<file path="config.mk">
export PLATFORM = sky130hd
export DESIGN_NAME = uart_receiver
export DESIGN_NICKNAME = d
export VERILOG_FILES = /design/src/rtl/uart_pkg.sv /design/src/rtl/uart_rx_sync.sv /design/src/rtl/uart_receiver.sv
export SDC_FILE = /design/constraint.sdc
export NUM_CORES = 1
export LEC_CHECK = 0
export ABC_AREA = 1
export BUFFER_PORTS_ARGS = -buffer_cell sky130_fd_sc_hd__buf_2
export CORE_MARGIN = 2
export CORE_UTILIZATION = 61
export CTS_CLUSTER_DIAMETER = 150
export DETAILED_ROUTE_END_ITERATION = 8
export HOLD_SLACK_MARGIN = 0.03
export MAX_ROUTING_LAYER = met4
export PLACE_DENSITY_LB_ADDON = 0.25
export SLEW_MARGIN = 10
export SYNTH_ARGS = -nofsm -noshare
export SYNTH_HDL_FRONTEND = slang
export SYNTH_HIERARCHICAL = 1
export SYNTH_SLANG_ARGS = --single-unit
</file>
<file path="constraint.sdc">
create_clock -name clk_i -period 4.7 [get_ports clk_i]
set_input_delay 0.235 -clock clk_i [delete_from_list [all_inputs] [get_ports clk_i]]
set_output_delay 0.235 -clock clk_i [all_outputs]
set_load 0.03 [all_outputs]
</file>
<file path="src/rtl/uart_pkg.sv">
// -----------------------------------------------------------------------------
// uart_pkg
// Shared definitions for the UART receive/transmit pair: FSM state encoding,
// frame geometry, the default oversample ratio and the parity helper.
// -----------------------------------------------------------------------------
package uart_pkg;

    typedef enum logic [2:0] {
        ST_IDLE      = 3'd0,
        ST_START     = 3'd1,
        ST_DATA      = 3'd2,
        ST_PARITY    = 3'd3,
        ST_STOP      = 3'd4,
        ST_WAIT_HIGH = 3'd5
    } state_e;

    localparam int DATA_BITS      = 8;
    localparam int OVERSAMPLE_DEF = 16;

    // Expected parity bit: even -> XOR of data, odd -> inverted XOR.
    function automatic logic parity_bit(input logic [DATA_BITS-1:0] data,
                                        input logic                 even);
        return (^data) ^ ~even;
    endfunction

endpackage

</file>
<file path="src/rtl/uart_rx_sync.sv">
// -----------------------------------------------------------------------------
// uart_rx_sync
// Multi-stage synchroniser bringing the asynchronous serial line into the
// clk_i domain. All stages reset to 1 (line idle level) so a reset never
// looks like a start bit.
//
// Ports:
//   clk_i  - system clock
//   rst_i  - synchronous active-high reset
//   d_i    - asynchronous input
//   q_o    - synchronised output
// -----------------------------------------------------------------------------
module uart_rx_sync #(
    parameter int STAGES = 2
) (
    input  logic clk_i,
    input  logic rst_i,
    input  logic d_i,
    output logic q_o
);

    logic [STAGES-1:0] sync_q;

    always_ff @(posedge clk_i) begin
        if (rst_i) begin
            sync_q <= '1;
        end else begin
            sync_q[0] <= d_i;
            for (int i = 1; i < STAGES; i++) begin
                sync_q[i] <= sync_q[i-1];
            end
        end
    end

    assign q_o = sync_q[STAGES-1];

endmodule

</file>
<file path="src/rtl/uart_receiver.sv">
// -----------------------------------------------------------------------------
// uart_receiver
// Serial-to-parallel UART receive stage: 1 start bit, 8 data bits LSB first,
// optional parity bit, 1 stop bit. The line is sampled using an oversample
// enable (OVERSAMPLE ticks per bit). Each byte is presented with a one-cycle
// valid_o pulse together with parity/framing error flags.
//
// Build option:
//   UART_RX_MAJORITY_EN - when defined, every bit is the 2-of-3 majority of
//                         samples at mid-1, mid and mid+1; all decisions move
//                         one tick later.
//
// Ports:
//   clk_i    - system clock
//   rst_i    - synchronous active-high reset
//   tick_i   - oversample enable, one clk wide
//   rx_i     - asynchronous serial input (idle high)
//   pen_i    - parity enable, latched at start detection
//   peven_i  - 1 = even parity, 0 = odd, latched at start detection
//   dout_o   - received byte
//   valid_o  - one-cycle strobe qualifying dout_o/perr_o/ferr_o
//   perr_o   - parity mismatch
//   ferr_o   - stop bit read as 0
//   busy_o   - frame in progress
//
// state      | meaning
// -----------+----------------------------------------------------
// ST_IDLE    | line idle, waiting for a low level
// ST_START   | timing to mid start bit, rejecting glitches
// ST_DATA    | sampling 8 data bits
// ST_PARITY  | sampling the parity bit
// ST_STOP    | sampling the stop bit, emitting the byte
// ST_WAIT_HIGH | stop bit was low; wait for the line to return high
// -----------------------------------------------------------------------------
module uart_receiver
    import uart_pkg::*;
#(
    parameter int OVERSAMPLE  = OVERSAMPLE_DEF,
    parameter int SYNC_STAGES = 2
) (
    input  logic                 clk_i,
    input  logic                 rst_i,
    input  logic                 tick_i,
    input  logic                 rx_i,
    input  logic                 pen_i,
    input  logic                 peven_i,
    output logic [DATA_BITS-1:0] dout_o,
    output logic                 valid_o,
    output logic                 perr_o,
    output logic                 ferr_o,
    output logic                 busy_o
);

    localparam int CW = $clog2(OVERSAMPLE);
    localparam logic [CW-1:0] CNT_LAST = CW'(OVERSAMPLE - 1);
`ifdef UART_RX_MAJORITY_EN
    localparam logic [CW-1:0] START_DEC = CW'(OVERSAMPLE / 2);
`else
    localparam logic [CW-1:0] START_DEC = CW'(OVERSAMPLE / 2 - 1);
`endif

    state_e                 state_q, state_d;
    logic [CW-1:0]          cnt_q;
    logic [CW-1:0]          cnt_inc;
    logic [CW-1:0]          dec_cnt;
    logic [2:0]             bit_cnt_q;
    logic [DATA_BITS-1:0]   shift_q;
    logic                   pen_q, peven_q, perr_next_q;
    logic [DATA_BITS-1:0]   dout_q;
    logic                   valid_q, perr_q, ferr_q;
    logic                   rxs;
    logic                   in_frame;
    logic                   bit_tick;
    logic                   bit_val;

    uart_rx_sync #(.STAGES(SYNC_STAGES)) u_sync (
        .clk_i (clk_i),
        .rst_i (rst_i),
        .d_i   (rx_i),
        .q_o   (rxs)
    );

`ifdef UART_RX_MAJORITY_EN
    // Last two tick samples; with the current one they form the vote window
    // ending at the decision tick.
    logic [1:0] hist_q;

    always_ff @(posedge clk_i) begin
        if (rst_i) begin
            hist_q <= '1;
        end else if (tick_i) begin
            hist_q <= {hist_q[0], rxs};
        end
    end

    assign bit_val = (hist_q[1] & hist_q[0]) | (hist_q[1] & rxs) | (hist_q[0] & rxs);
`else
    assign bit_val = rxs;
`endif

    // The start bit decides at half a bit; after the counter is cleared there,
    // every following decision lands a full bit later at the counter wrap.
    assign dec_cnt  = (state_q == ST_START) ? START_DEC : CNT_LAST;
    assign cnt_inc  = (cnt_q == CNT_LAST) ? '0 : cnt_q + 1'b1;
    assign bit_tick = in_frame && tick_i && (cnt_q == dec_cnt);

    // State register
    always_ff @(posedge clk_i) begin
        if (rst_i) begin
            state_q <= ST_IDLE;
        end else begin
            state_q <= state_d;
        end
    end

    // Next-state logic
    always_comb begin
        state_d = state_q;
        case (state_q)
            ST_IDLE:      if (!rxs) state_d = ST_START;
            ST_START:     if (bit_tick) state_d = bit_val ? ST_IDLE : ST_DATA;
            ST_DATA:      if (bit_tick && bit_cnt_q == 3'd7)
                              state_d = pen_q ? ST_PARITY : ST_STOP;
            ST_PARITY:    if (bit_tick) state_d = ST_STOP;
            ST_STOP:      if (bit_tick) state_d = bit_val ? ST_IDLE : ST_WAIT_HIGH;
            ST_WAIT_HIGH: if (rxs) state_d = ST_IDLE;
            default:      state_d = ST_IDLE;
        endcase
    end

    // Output logic
    always_comb begin
        in_frame = 1'b0;
        case (state_q)
            ST_START, ST_DATA, ST_PARITY, ST_STOP: in_frame = 1'b1;
            default:                               in_frame = 1'b0;
        endcase
        busy_o = in_frame;
    end

    // Datapath: counters, shift register and output registers
    always_ff @(posedge clk_i) begin
        if (rst_i) begin
            cnt_q       <= '0;
            bit_cnt_q   <= '0;
            shift_q     <= '0;
            pen_q       <= 1'b0;
            peven_q     <= 1'b0;
            perr_next_q <= 1'b0;
            dout_q      <= '0;
            valid_q     <= 1'b0;
            perr_q      <= 1'b0;
            ferr_q      <= 1'b0;
        end else begin
            valid_q <= 1'b0;
            perr_q  <= 1'b0;
            ferr_q  <= 1'b0;

            if (!in_frame) begin
                cnt_q     <= '0;
                bit_cnt_q <= '0;
            end else if (bit_tick && state_q == ST_START) begin
                cnt_q <= '0;
            end else if (tick_i) begin
                cnt_q <= cnt_inc;
            end

            case (state_q)
                ST_IDLE: begin
                    if (!rxs) begin
                        pen_q       <= pen_i;
                        peven_q     <= peven_i;
                        perr_next_q <= 1'b0;
                    end
                end
                ST_DATA: begin
                    if (bit_tick) begin
                        shift_q   <= {bit_val, shift_q[DATA_BITS-1:1]};
                        bit_cnt_q <= bit_cnt_q + 3'd1;
                    end
                end
                ST_PARITY: begin
                    if (bit_tick) begin
                        perr_next_q <= (bit_val != parity_bit(shift_q, peven_q));
                    end
                end
                ST_STOP: begin
                    if (bit_tick) begin
                        dout_q  <= shift_q;
                        valid_q <= 1'b1;
                        perr_q  <= perr_next_q;
                        ferr_q  <= ~bit_val;
                    end
                end
                default: ;
            endcase
        end
    end

    assign dout_o  = dout_q;
    assign valid_o = valid_q;
    assign perr_o  = perr_q;
    assign ferr_o  = ferr_q;

endmodule

</file>
==> results of run 1 <==
-- power groups by stage --
| stage | logic [mW] | registers (mW) | clock network, mW |
|---|---|---|---|
| final | 0.165 | 0.318 | 0.199 |
| after floorplan | 0.133 | 0.322 | 0 |
| after global routing | 0.187 | 0.320 | 0.212 |
| after CTS | 0.166 | 0.318 | 0.203 |
| after detailed placement | 0.164 | 0.325 | 0 |
| after global placement | 0.160 | 0.324 | 0 |
-- area by class of cell --
cell class / instances / area [sq um] / area share, %
multi-input combinational: 151 / 773 / 44.9
inverter: 18 / 67.6 / 3.92
timing repair buffer: 17 / 85.1 / 4.94
tap: 30 / 37.5 / 2.18
clock buffer: 8 / 78.8 / 4.58
sequential: 34 / 681 / 39.5
-- routing by layer --
metal  vias up  global-route usage, %  wire [um]
met1       626                   27.6       1300
met4         0                   15.0         79
li1        715                      -          -
met2        50                   42.6       1530
met5         -                      -          0
met3        11                   6.83        214
-- layout by cell type, fill, tap and decap left out --
cell,n
o211ai_1,2
a21oi_1,11
nand2_2,3
xnor2_1,5
nand2_1,32
nor3_1,5
a311o_1,1
inv_1,16
nand3_4,1
xor2_1,3
dfxtp_1,34
nor2_4,2
nand4_1,2
o21ai_1,1
nor2_1,45
nand3_2,2
inv_2,2
and3_1,1
nand3_1,9
clkbuf_4,5
nand3b_1,2
buf_2,17
a21oi_2,1
ha_1,3
o21ai_0,20
clkbuf_8,3
-- flip-flops by register name, indices dropped and copies added (netlist names) --
register	cells
bit_cnt_q	3
cnt_q	4
dout_o	8
ferr_o	1
pen_q	1
perr_next_q	1
perr_o	1
peven_q	1
shift_q	8
state_q	3
u_sync/sync_q	2
valid_o	1
-- kinds of logic after synthesis --
family / Yosys count / share of synthesized area (%)
flops: 34 / 44.2
xor+xnor: 8 / 4.55
buf+inv: 21 / 5.68
simple gates: 104 / 30.6
compound gates: 36 / 12.6
fa+ha+maj: 3 / 2.44
-- how the worst max path moves through the flow --
stage / to / slack [ps]
after CTS: bit_cnt_q[1] / 2790
after floorplan: bit_cnt_q[1] / 3170
after detailed placement: bit_cnt_q[1] / 2820
final: bit_cnt_q[1] / 2760
after global routing: bit_cnt_q[1] / 2600
after global placement: bit_cnt_q[2] / 2950
-- tightest hold or removal path: cells and delay by family --
kind | cells | cell delay, ps
buffers and inverters | 2 | 100
AND/OR/NAND/NOR | 1 | 50
-- metrics by stage --
stage | cell area [sq um] | hold slack [ps]
floorplan | 1540 | 304
global placement | 1640 | 391
detailed placement | 1640 | 428
CTS | 1720 | 83.9
global route | 1720 | 102
finish | 1720 | 81.8
==> impl_metrics.py, run 1 <==
metrics = {
    "run_status": {
        "status": "completed",
    },
    "final_layout": {
        "nets": 236,
        "area_growth_pct": 11.8,
        "antennaDiodeCount": 0,
        "final.fill_count": 208,
        "fin_util_pct": 70.8,
        "drive_above_1_share_pct": 15.8,
        "instances_no_fill": 258,
    },
    "timing": {
        "relSlewSlack_pct": 58.3,
        "slew_violations": 0,
        "worstMarginPinSlew_ps": 624,
        "tns_ps": 0,
        "hold_viol": 0,
        "worst_slack_ps": 2760,
        "post-route-min-period_ps": 1940,
        "finalClockSkew_ps": 9.95,
        "period_share_pct": 41.2,
        "rsz0062_at_grt": "no",
        "setup_viol": 0,
        "clock.fmax_ghz": 0.516,
    },
    "detailed_routing": {
        "drt-initial-drc-count": 35,
        "wirelength_mm": 3.12,
        "wl_per_cell_um": 12.1,
        "drtAntennaViolNets": 0,
        "drt_drc_violations_left": 0,
        "vias": 1402,
        "via_per_inst": 5.43,
        "dr.pass1.iters": 4,
    },
    "power_and_ir_drop": {
        "fin_total_pwr_mw": 0.683,
        "power_frac_seq_pct": 46.6,
        "clkPwrFrac_pct": 29.2,
        "p_comb_share_pct": 24.2,
        "power.leakage_nw": 0.863,
        "net-switching-power_mw": 0.228,
        "p_int_mw": 0.455,
        "max-vdd-ir-drop_mv": 0.317,
        "p_per_area_nw_per_um2": 396,
        "switching_share_pct": 33.3,
    },
    "clock_tree": {
        "cts_tree": "yes",
        "cts.sinks": 34,
        "cts_hold_buf": 0,
        "cts_setup_buffers": 0,
        "htree_levels": 2,
        "clk_latency_ps": 340,
        "cts_buffers": 5,
        "clk_path_buf_depth": 2,
        "cts_resized": 0,
        "cts-root-buf": "clkbuf_4",
        "path_clk_slew_ps": 100,
    },
    "worst_setup_path": {
        "slowest_stage": "dfxtp_1",
        "r2r_cells": 8,
        "startpoint": "cnt_q[0]",
        "end_kind": "flip-flop",
        "crit_arrival_ps": 2180,
        "cp.required_ps": 4950,
        "timing.rr.end": "bit_cnt_q[1]",
        "path_max_fanout": 14,
        "crit_path_start_kind": "flip-flop",
        "crit_chain": "ha_1, nand2_1, nor2_1, nand3_4, nor2_4, inv_2, o21ai_0, nor2_1",
        "max_stage_delay_ps": 390,
        "timing.reg2reg.setup_slack_ps": 2760,
        "critPathBufInv": 1,
        "critical_path_class": "reg -> reg",
        "critical-path-top-delay-family": "simple AND/OR/NAND/NOR gates",
        "path_common_cell": "nor2_1",
        "cp.depth": 8,
        "reg2reg_from": "cnt_q[0]",
    },
    "synth": {
        "synth_flop_cell": "dfxtp_1",
        "async_reset_ff_share_pct": 0,
        "ys_seq_area_share_pct": 44.2,
        "syn_area_sq_um": 1540,
        "ys_ff_latch": 34,
        "ys_warn_count": 6,
        "synth_area_leader_cell": "dfxtp_1",
        "ys_types": 26,
        "synth_top_area_share_pct": 44.2,
        "ys_top_cells_by_count": "45 x nor2_1, 34 x dfxtp_1, 32 x nand2_1, 20 x o21ai_0, 16 x inv_1",
        "syn-num-nets": 215,
        "synthTopCellsByArea": "dfxtp_1 44%, nor2_1 11%, nand2_1 7.8%",
        "synth_edf_count": 0,
        "syn_area_per_cell_sq_um": 7.48,
        "synth_most_common_cell": "nor2_1",
        "synthCells": 206,
    },
    "die": {
        "dieHeight_um": 54.3,
        "dieArea_sq_um": 2950,
        "io_pins": 18,
        "core_area_sq_um": 2430,
        "die_w_um": 54.3,
        "initial_core_util_pct": 63.4,
        "row_count": 18,
    },
    "worst_hold_path": {
        "hp-start": "rx_i",
        "hold_end": "u_sync/sync_q[0]",
        "min_path_type": "in -> reg",
        "min_path_cells": 3,
    },
    "placement": {
        "pre_cts_ws_ps": 2820,
        "io_buffers": 17,
        "finalWeightedCongestion": 0.809,
        "dp_hpwl_mm": 2.24,
        "placedCellCount": 250,
    },
    "global_routing": {
        "grt_overflow_total": 0,
        "grt_max_degree": 26,
        "grt_pass1_wl_mm": 5.09,
        "grtUsageTotal_pct": 25.7,
        "grt_pass1_vias": 1220,
        "antenna_found_initial": 0,
    },
    "run": {
        "maxCapViolations": 0,
    },
}
Note: power is estimated with default switching activity, not from simulation.
==> run 2, diff against run 1 <==
CORE_UTILIZATION = 51   (was 61)
clock period = 1.65 ns   (was 4.7 ns; I/O delays follow)
==> run 2 against run 1 <==
  * Utilization decreased by 4.2 points
  * Routed wire length rose by 0.67%
  * Worst setup slack got worse by 2600 ps
  * Via count increased by 0.21%
  * Total power grew to 3.1 times the previous value
  * Critical path depth rose by 1
  * Final area rose by 8.6%
  * Register-to-register slack worse by 2600 ps
  * Die area increased by 18%
  * Combinational power increased to 3.4 times the previous value
  * Critical path type unchanged
  * Critical endpoint is now dout_o[0]
==> impl_metrics.py, run 2 (same netlist as run 1, synthesis figures left out) <==
metrics = {
    "final_layout": {
        "fin_util_pct": 66.7,
        "stdcell_area_sq_um": 1870,
        "mostFrequentLayoutCell": "nor2_1",
        "instances_no_fill": 272,
        "final_cell_mix": "44 x nor2_1, 32 x nand2_1, 29 x dfxtp_1",
        "drive_above_1_share_pct": 20.7,
        "nets": 250,
        "final.fill_count": 250,
        "area_growth_pct": 21.3,
        "antennaDiodeCount": 0,
    },
    "clock_tree": {
        "htree_levels": 2,
        "cts_setup_buffers": 0,
        "path_clk_slew_ps": 100,
        "clk_path_buf_depth": 2,
        "clk_latency_ps": 330,
        "cts_tree": "yes",
        "cts.sinks": 34,
        "cts_buffers": 5,
        "cts-root-buf": "clkbuf_4",
    },
    "power_and_ir_drop": {
        "p_per_area_nw_per_um2": 1120,
        "clkPwrFrac_pct": 29.7,
        "net-switching-power_mw": 0.674,
        "power_frac_seq_pct": 43.5,
        "switching_share_pct": 32.1,
        "power.leakage_nw": 0.928,
        "p_comb_share_pct": 26.8,
        "p_int_mw": 1.43,
        "max-vdd-ir-drop_mv": 0.625,
    },
    "die": {
        "dieArea_sq_um": 3480,
        "row_count": 19,
        "core_area_sq_um": 2810,
        "io_pins": 18,
        "die_w_um": 59.0,
        "initial_core_util_pct": 55.0,
        "dieHeight_um": 59.0,
    },
    "worst_setup_path": {
        "slowest_stage": "dfxtp_2",
        "crit_arrival_ps": 1770,
        "cp.required_ps": 1880,
        "critical_path_class": "reg -> reg",
        "path_max_fanout": 9,
        "max_stage_delay_ps": 360,
        "crit_chain": "inv_1, nand3_2, nand2_1, nand2_2, nand3_4, nor2_4, buf_4, o21ai_0, nor2_1",
        "end_kind": "flip-flop",
        "crit_path_start_kind": "flip-flop",
    },
    "timing": {
        "clock.fmax_ghz": 0.652,
        "hold_viol": 0,
        "worst_slack_ps": 116,
        "relSlewSlack_pct": 77.6,
        "period_share_pct": 93.0,
        "setup_viol": 0,
        "finalClockSkew_ps": 4.57,
        "worstMarginPinSlew_ps": 336,
        "rsz0062_at_grt": "no",
        "tns_ps": 0,
        "post-route-min-period_ps": 1530,
        "slew_violations": 0,
    },
    "global_routing": {
        "antenna_found_initial": 0,
        "grt_max_degree": 16,
        "grt_overflow_total": 0,
        "grtUsageTotal_pct": 21.9,
        "grt_pass1_wl_mm": 5.66,
        "grt_pass1_vias": 1348,
    },
    "run": {
        "maxCapViolations": 0,
    },
    "detailed_routing": {
        "dr.pass1.iters": 4,
        "wirelength_mm": 3.14,
        "vias": 1405,
        "drtAntennaViolNets": 0,
        "via_per_inst": 5.17,
        "drt-initial-drc-count": 80,
        "wl_per_cell_um": 11.6,
        "drt_drc_violations_left": 0,
    },
    "worst_hold_path": {
        "min_path_type": "reg -> reg",
    },
    "placement": {
        "io_buffers": 17,
        "finalWeightedCongestion": 0.860,
        "placedCellCount": 259,
        "dp_hpwl_mm": 2.19,
        "pre_cts_ws_ps": 78.9,
        "placed_area_sq_um": 1710,
    },
    "run_status": {
        "status": "completed",
    },
}
[run 2: changes by cell type in the layout (fill, tap and decap cells not counted), sizes merged]
| cell | delta |
|---|---|
| dlygate4sd3 | +6 |
| clkbuf | -2 |
| buf | +8 |
| bufinv | +1 |
[run 2: cell type report]
class | instances | area [sq um] | area share (%)
clock inverter | 1 | 30.0 | 1.61
multi-input combinational | 151 | 791 | 42.3
timing repair buffer | 31 | 205 | 11.0
sequential | 34 | 687 | 36.7
inverter | 18 | 67.6 | 3.61
tap | 31 | 38.8 | 2.07
clock buffer | 6 | 51.3 | 2.74
[run 2: path summary, 6_finish.rpt]
check                                       from               end  slack [ps]  depth (start not counted)
worst max-delay path                  state_q[2]         dout_o[0]         120                          9
worst min-delay path            u_sync/sync_q[0]  u_sync/sync_q[1]         420                          2
worst max register to register        state_q[2]         dout_o[0]         120                          9
worst min register to register  u_sync/sync_q[0]  u_sync/sync_q[1]         420                          2
[run 2: power groups by stage]
stage          clock, mW  sequential [mW]  combinational, mW
3_3_place_gp           0            0.923              0.519
5_1_grt            0.670            0.923              0.625
3_5_place_dp           0            0.925              0.523
4_1_cts            0.633            0.906              0.544
6_report           0.624            0.913              0.564
2_1_floorplan          0            0.916              0.380
[run 2: through the flow]
step	hold WS, ps	power, mW
floorplan	152	1.30
global placement	258	1.44
detailed placement	262	1.45
CTS	420	2.08
global route	452	2.22
finish	418	2.10
[run 2: metal layers]
layer	share of wire, %	global-route usage [%]	vias to the layer above	routed length (um)
met2	47	35.2	33	1480
met4	1.7	10.7	0	54
met1	47	25.6	626	1470
li1	-	-	741	-
met5	0	-	-	0
met3	4.4	5.24	5	138
[run 2: repair_timing]
item,4_1_cts,5_1_grt
resized for setup,0,9
endpoints found under the setup margin,0,25
endpoints found under the hold margin,7,0
hold buffers,6,0
[run 2: critical path, delay by kind of cell, from the launching register on]
family / cells / cell delay (ps)
AOI/OAI and AO/OA: 1 / 150
buffers and inverters: 2 / 310
DFF: 1 / 360
and+or+nand+nor: 6 / 610
